--- config.mk ---
export PLATFORM = sky130hd
export DESIGN_NAME = matrix_fbuf
export DESIGN_NICKNAME = d
export VERILOG_FILES = /design/src/rtl/matrix_fbuf.sv
export SDC_FILE = /design/constraint.sdc
export NUM_CORES = 2
export LEC_CHECK = 0
export BUFFER_PORTS_ARGS = -buffer_cell sky130_fd_sc_hd__buf_2
export CAP_MARGIN = 15
export CORE_ASPECT_RATIO = 0.9
export CORE_UTILIZATION = 35
export DETAILED_ROUTE_END_ITERATION = 8
export HOLD_SLACK_MARGIN = 0.15
export PLACE_DENSITY_LB_ADDON = 0.08
export SLEW_MARGIN = 10
export SYNTH_ARGS = -nofsm -noshare
export SYNTH_HDL_FRONTEND = slang
export SYNTH_SLANG_ARGS = --single-unit
--- constraint.sdc ---
create_clock -name clk_i -period 7.65 [get_ports clk_i]
set_input_delay 0.3825 -clock clk_i [delete_from_list [all_inputs] [get_ports clk_i]]
set_output_delay 0.3825 -clock clk_i [all_outputs]
set_load 0.01 [all_outputs]
--- src/rtl/matrix_fbuf.sv ---
// Ping-pong frame store between a raster pixel writer and the 32x16 RGB matrix scanner.
// Optional FBUF_CLEAR_EN: zero both buffers after reset release before accepting pixels.
module matrix_fbuf #(
    parameter int unsigned NCOL  = 32,
    parameter int unsigned NSCAN = 8,
    parameter int unsigned CW    = $clog2(NCOL),
    parameter int unsigned RW    = $clog2(NSCAN)
) (
    input  logic          clk_i,
    input  logic          rst_ni,
    input  logic          wr_valid_i,
    output logic          wr_ready_o,
    input  logic          wr_sof_i,
    input  logic [2:0]    wr_rgb_i,
    input  logic          frame_done_i,
    input  logic [CW-1:0] col_i,
    input  logic [RW-1:0] row_i,
    output logic          r1_o,
    output logic          g1_o,
    output logic          b1_o,
    output logic          r2_o,
    output logic          g2_o,
    output logic          b2_o,
    output logic          front_sel_o,
    output logic          swapped_o
);

    localparam int unsigned DEPTH = NSCAN * NCOL;
    localparam int unsigned AW    = $clog2(DEPTH);
    localparam logic [CW-1:0] ColLast = CW'(NCOL - 1);
    localparam logic [RW:0]   RowLast = (RW + 1)'(2 * NSCAN - 1);

    typedef enum logic [1:0] {StClear, StFill, StFull} state_e;

    state_e        state_q;
    logic          front_sel_q;
    logic          swapped_q;
    logic          wr_ready_q;
    logic [CW-1:0] wcol_q, wcol_d;
    logic [RW:0]   wrow_q, wrow_d;
`ifdef FBUF_CLEAR_EN
    logic [AW-1:0] clr_q;
`endif

    logic [2:0] top_mem [2][DEPTH];
    logic [2:0] bot_mem [2][DEPTH];

    logic [2:0] rd_top_q, rd_bot_q;

    // Write-side address decode; a start-of-frame pixel always lands at (0,0).
    logic          wr_fire;
    logic          wr_bot;
    logic          wr_last;
    logic [CW-1:0] eff_col;
    logic [RW:0]   eff_row;
    logic [AW-1:0] wr_idx;
    int unsigned   loc_row;

    always_comb begin
        wr_fire = wr_valid_i && wr_ready_q;
        eff_col = wr_sof_i ? '0 : wcol_q;
        eff_row = wr_sof_i ? '0 : wrow_q;
        wr_bot  = 32'(eff_row) >= NSCAN;
        loc_row = wr_bot ? 32'(eff_row) - NSCAN : 32'(eff_row);
        wr_idx  = AW'(loc_row * NCOL + 32'(eff_col));
        wr_last = (eff_row == RowLast) && (eff_col == ColLast);
        if (eff_col == ColLast) begin
            wcol_d = '0;
            wrow_d = eff_row + 1'b1;
        end else begin
            wcol_d = eff_col + 1'b1;
            wrow_d = eff_row;
        end
    end

    // Read-side decode; out-of-range coordinates read as black.
    logic          rd_ok;
    logic [AW-1:0] rd_idx;

    always_comb begin
        rd_ok  = (32'(col_i) < NCOL) && (32'(row_i) < NSCAN);
        rd_idx = rd_ok ? AW'(32'(row_i) * NCOL + 32'(col_i)) : '0;
    end

    // Control FSM with registered handshake and status outputs.
    always_ff @(posedge clk_i or negedge rst_ni) begin
        if (!rst_ni) begin
`ifdef FBUF_CLEAR_EN
            state_q    <= StClear;
            wr_ready_q <= 1'b0;
            clr_q      <= '0;
`else
            state_q    <= StFill;
            wr_ready_q <= 1'b1;
`endif
            front_sel_q <= 1'b0;
            swapped_q   <= 1'b0;
            wcol_q      <= '0;
            wrow_q      <= '0;
        end else begin
            swapped_q <= 1'b0;
            unique case (state_q)
`ifdef FBUF_CLEAR_EN
                StClear: begin
                    clr_q <= clr_q + 1'b1;
                    if (clr_q == AW'(DEPTH - 1)) begin
                        clr_q      <= '0;
                        state_q    <= StFill;
                        wr_ready_q <= 1'b1;
                    end
                end
`endif
                StFill: begin
                    // frame_done is ignored here, even alongside the last pixel.
                    if (wr_fire) begin
                        if (wr_last) begin
                            state_q    <= StFull;
                            wr_ready_q <= 1'b0;
                            wcol_q     <= '0;
                            wrow_q     <= '0;
                        end else begin
                            wcol_q <= wcol_d;
                            wrow_q <= wrow_d;
                        end
                    end
                end
                StFull: begin
                    if (frame_done_i) begin
                        front_sel_q <= ~front_sel_q;
                        state_q     <= StFill;
                        wr_ready_q  <= 1'b1;
                        swapped_q   <= 1'b1;
                    end
                end
                default: begin
                    state_q    <= StFill;
                    wr_ready_q <= 1'b1;
                end
            endcase
        end
    end

    // Frame memories are not reset; the writer only ever touches the back buffer.
    always_ff @(posedge clk_i) begin
`ifdef FBUF_CLEAR_EN
        if (state_q == StClear) begin
            for (int b = 0; b < 2; b++) begin
                top_mem[b][clr_q] <= 3'b000;
                bot_mem[b][clr_q] <= 3'b000;
            end
        end else
`endif
        if (wr_fire) begin
            if (wr_bot) begin
                bot_mem[~front_sel_q][wr_idx] <= wr_rgb_i;
            end else begin
                top_mem[~front_sel_q][wr_idx] <= wr_rgb_i;
            end
        end
    end

    always_ff @(posedge clk_i or negedge rst_ni) begin
        if (!rst_ni) begin
            rd_top_q <= 3'b000;
            rd_bot_q <= 3'b000;
        end else begin
            rd_top_q <= rd_ok ? top_mem[front_sel_q][rd_idx] : 3'b000;
            rd_bot_q <= rd_ok ? bot_mem[front_sel_q][rd_idx] : 3'b000;
        end
    end

    assign wr_ready_o  = wr_ready_q;
    assign front_sel_o = front_sel_q;
    assign swapped_o   = swapped_q;
    assign {r1_o, g1_o, b1_o} = rd_top_q;
    assign {r2_o, g2_o, b2_o} = rd_bot_q;

    a_ready_fill: assert property (@(posedge clk_i) disable iff (!rst_ni)
        wr_ready_q == (state_q == StFill));
    a_swap_pulse: assert property (@(posedge clk_i) disable iff (!rst_ni)
        swapped_q |=> !swapped_q);

endmodule
==> flow_summary.yaml <==
setup_path:
  cp_max_fo: 92
  crit_start: "front_sel_o"
  r2r-end: "rd_bot_q[2]"
  endpoint_kind: "register"
  required_ps: 8500
  reg2reg_slack_ps: 1790
  criticalPathCategory: "reg -> reg"
  r2r-start: "front_sel_o"
  cp-endpoint: "rd_bot_q[2]"
  critPathLaunchType: "register"
  worstRegToRegCells: 9
  worstPathArrival_ps: 6700
timing:
  maxSlewViolCount: 0
  fin_crit_ps: 5860
  skew_ps: 38.6
  maxSlewHeadroom: 0.105
  finalCritPeriodShare: 0.766
  rsz0062_at_grt: "no"
  fmax_mhz: 171
  finalSetupViolCount: 0
  tightestPinTransition_ps: 1340
  setup_ws_ps: 1790
  final-hold-violation-count: 0
  tns_ps: 0
  holdWs_ps: 248
logic_synthesis:
  synthesis.area_mm2: 0.124
  synthArstFlopShare: 0.00615
  avgSynthCellArea_um2: 17.9
  yosys_warnings: 0
  syn_inst: 6954
  synth_seq_cells: 3091
  synth-seq-area-share: 0.745
  synth_cell_types: 72
  ys_dominant_reg_cell: "edfxtp_1"
  synth_edf_count: 3072
  syn_nets: 6976
place:
  place_ws_ps: 1940
  place_congestion: 0.772
  dp.cells: 11400
  io_buffers: 24
  dp_hpwl_mm: 222
finish:
  drive_above_1_share: 0.168
  finalNonFillerCells: 12000
  multi_input_area_mm2: 0.0290
  fill_cells: 31900
  final_common_cell: "edfxtp_1"
  area_growth_syn_to_layout_pct: 12.8
  register_area_mm2: 0.0927
  nNetsFinal: 7020
  final_core_util: 0.397
  layout_common_cells: "edfxtp_1 (3072), nor2_1 (1073), mux2i_1 (522)"
detailed_routing:
  firstDrtPassIters: 6
  detail_route.iter0.violations: 6714
  routed_wl_mm: 368
  drc: 0
  ant_nets: 0
  viasPerCell: 5.47
  post_drt_wl_per_cell_um: 30.7
  vias: 65500
power_and_ir_drop:
  vdd_drop_max_v: 0.000185
  p_leak_nw: 43.3
  power_density_mw_per_mm2: 266
clock_tree:
  clock_path_buffers: 4
  post_cts_resized: 0
  worstSkewPairLatency_ps: 910
  ctsHoldBuffers: 7
  cts_setup_buffers: 0
  clock_sinks: 3091
  path_clk_slew_ps: 60
  cts_root_buf: "clkbuf_16"
  cts_tree: "built"
  cts_buffers: 336
  htree_levels: 5
die:
  die_w_um: 630
  ios: 25
  core_mm2: 0.354
  die-area_mm2: 0.358
  die_h_um: 568
  initial_core_util: 0.352
  row_count: 207
grt:
  grt_use_total: 0.203
  grt_overflow: 0
  grt_pass1_vias: 67900
  grt_antenna_before_repair: 30
  grt_pass1_wl_mm: 519
  grt_max_degree: 208
flow_run:
  cap_viol_max_count: 0
min_path:
  hold_class: "in -> async"
run_status:
  outcome: "finished, final reports clean"
-- critical path, stage by stage (launching register included) --
cell,delay (ps)
dfrtp_4,1000
buf_12,600
buf_12,630
mux2i_1,190
o22ai_1,520
o21ai_0,130
a2111oi_0,1050
nand3_1,550
nand4_1,590
and3_1,240
-- per-stage QoR --
stage,instance area (um2),total power [W]
after floorplan,124000,0.0204
after detailed placement,129000,0.0214
final,140000,0.0373
after global placement,129000,0.0214
after CTS,140000,0.0377
after global routing,140000,0.0384
-- synth_stat cells, types with 5 or more instances --
cell type / n / area, um2
a2111oi_0: 23 / 201
a211o_1: 11 / 96.3
a211oi_1: 15 / 113
a21oi_1: 116 / 581
a22oi_1: 32 / 240
a31oi_1: 13 / 81.3
a32oi_1: 6 / 52.6
and2_1: 5 / 31.3
and3_1: 12 / 75.1
buf_1: 27 / 101
buf_2: 78 / 390
buf_4: 22 / 165
buf_6: 75 / 845
buf_8: 22 / 330
clkbuf_1: 258 / 968
dfrtp_1: 18 / 450
edfxtp_1: 3072 / 92200
ha_1: 6 / 75.1
inv_1: 8 / 30.0
mux2i_1: 522 / 5230
mux4_1: 13 / 342
mux4_2: 511 / 11500
nand2_1: 221 / 830
nand2b_1: 25 / 156
nand3_1: 58 / 290
nand4_1: 30 / 188
nor2_1: 1075 / 4040
nor2b_1: 16 / 100
nor3_1: 97 / 485
nor3b_1: 7 / 52.6
nor4_1: 35 / 219
o21a_1: 5 / 37.5
o21ai_0: 87 / 435
o221ai_1: 185 / 1620
o22a_1: 12 / 105
o22ai_1: 158 / 988
o31ai_1: 12 / 90.1
or2_2: 7 / 43.8
-- routing by layer --
metal	share of wire	vias to the layer above	track usage
met5	0.00017	-	0
met3	0.065	517	0.0401
met2	0.46	2036	0.313
li1	-	28100	-
met4	0.029	10	0.0589
met1	0.45	34900	0.291
-- registers in the layout, summed over array words and instances, names as in the netlist, 2 cells and up --
| signal | cells |
|---|---|
| state_q | 2 |
| rd_bot_q | 3 |
| top_mem | 1536 |
| rd_top_q | 3 |
| wcol_q | 5 |
| bot_mem | 1536 |
| wrow_q | 4 |
-- cell families after synthesis --
logic type | Yosys count | share of synthesized area
fa+ha+maj | 6 | 0.000604
flops | 3091 | 0.745
buf+inv | 498 | 0.0236
compound gates | 703 | 0.0393
simple gates | 1608 | 0.0536
mux | 1046 | 0.137
xor+xnor | 2 | 0.000141
-- worst min path at each step --
| stage | slack (ps) | start | endpoint |
|---|---|---|---|
| final | 250 | rst_ni | rd_top_q[2] |
| after global routing | 260 | rst_ni | rd_top_q[2] |
| after CTS | 230 | rst_ni | wcol_q[2] |
| after detailed placement | 490 | wcol_q[0] | wcol_q[0] |
| after global placement | 480 | wcol_q[0] | wcol_q[0] |
| after floorplan | 90 | rst_ni | front_sel_o |
-- report_power, final --
group | leakage, nW | internal, W | switching, W
Sequential | 27.8 | 0.0186 | 0.0000501
Clock | 5.31 | 0.00949 | 0.00677
Combinational | 10.2 | 0.000746 | 0.00160
Total | 43.3 | 0.0289 | 0.00842
-- layout make-up --
cell class | count | share of cell area
inverter | 10 | 0.000357
clock buffer | 413 | 0.0635
multi-input combinational | 3365 | 0.207
antenna | 12 | 0.000214
tap | 4702 | 0.0419
timing repair buffer | 194 | 0.0128
clock inverter | 198 | 0.0140
sequential | 3091 | 0.661
No activity file was read; power rests on OpenSTA's default activity.
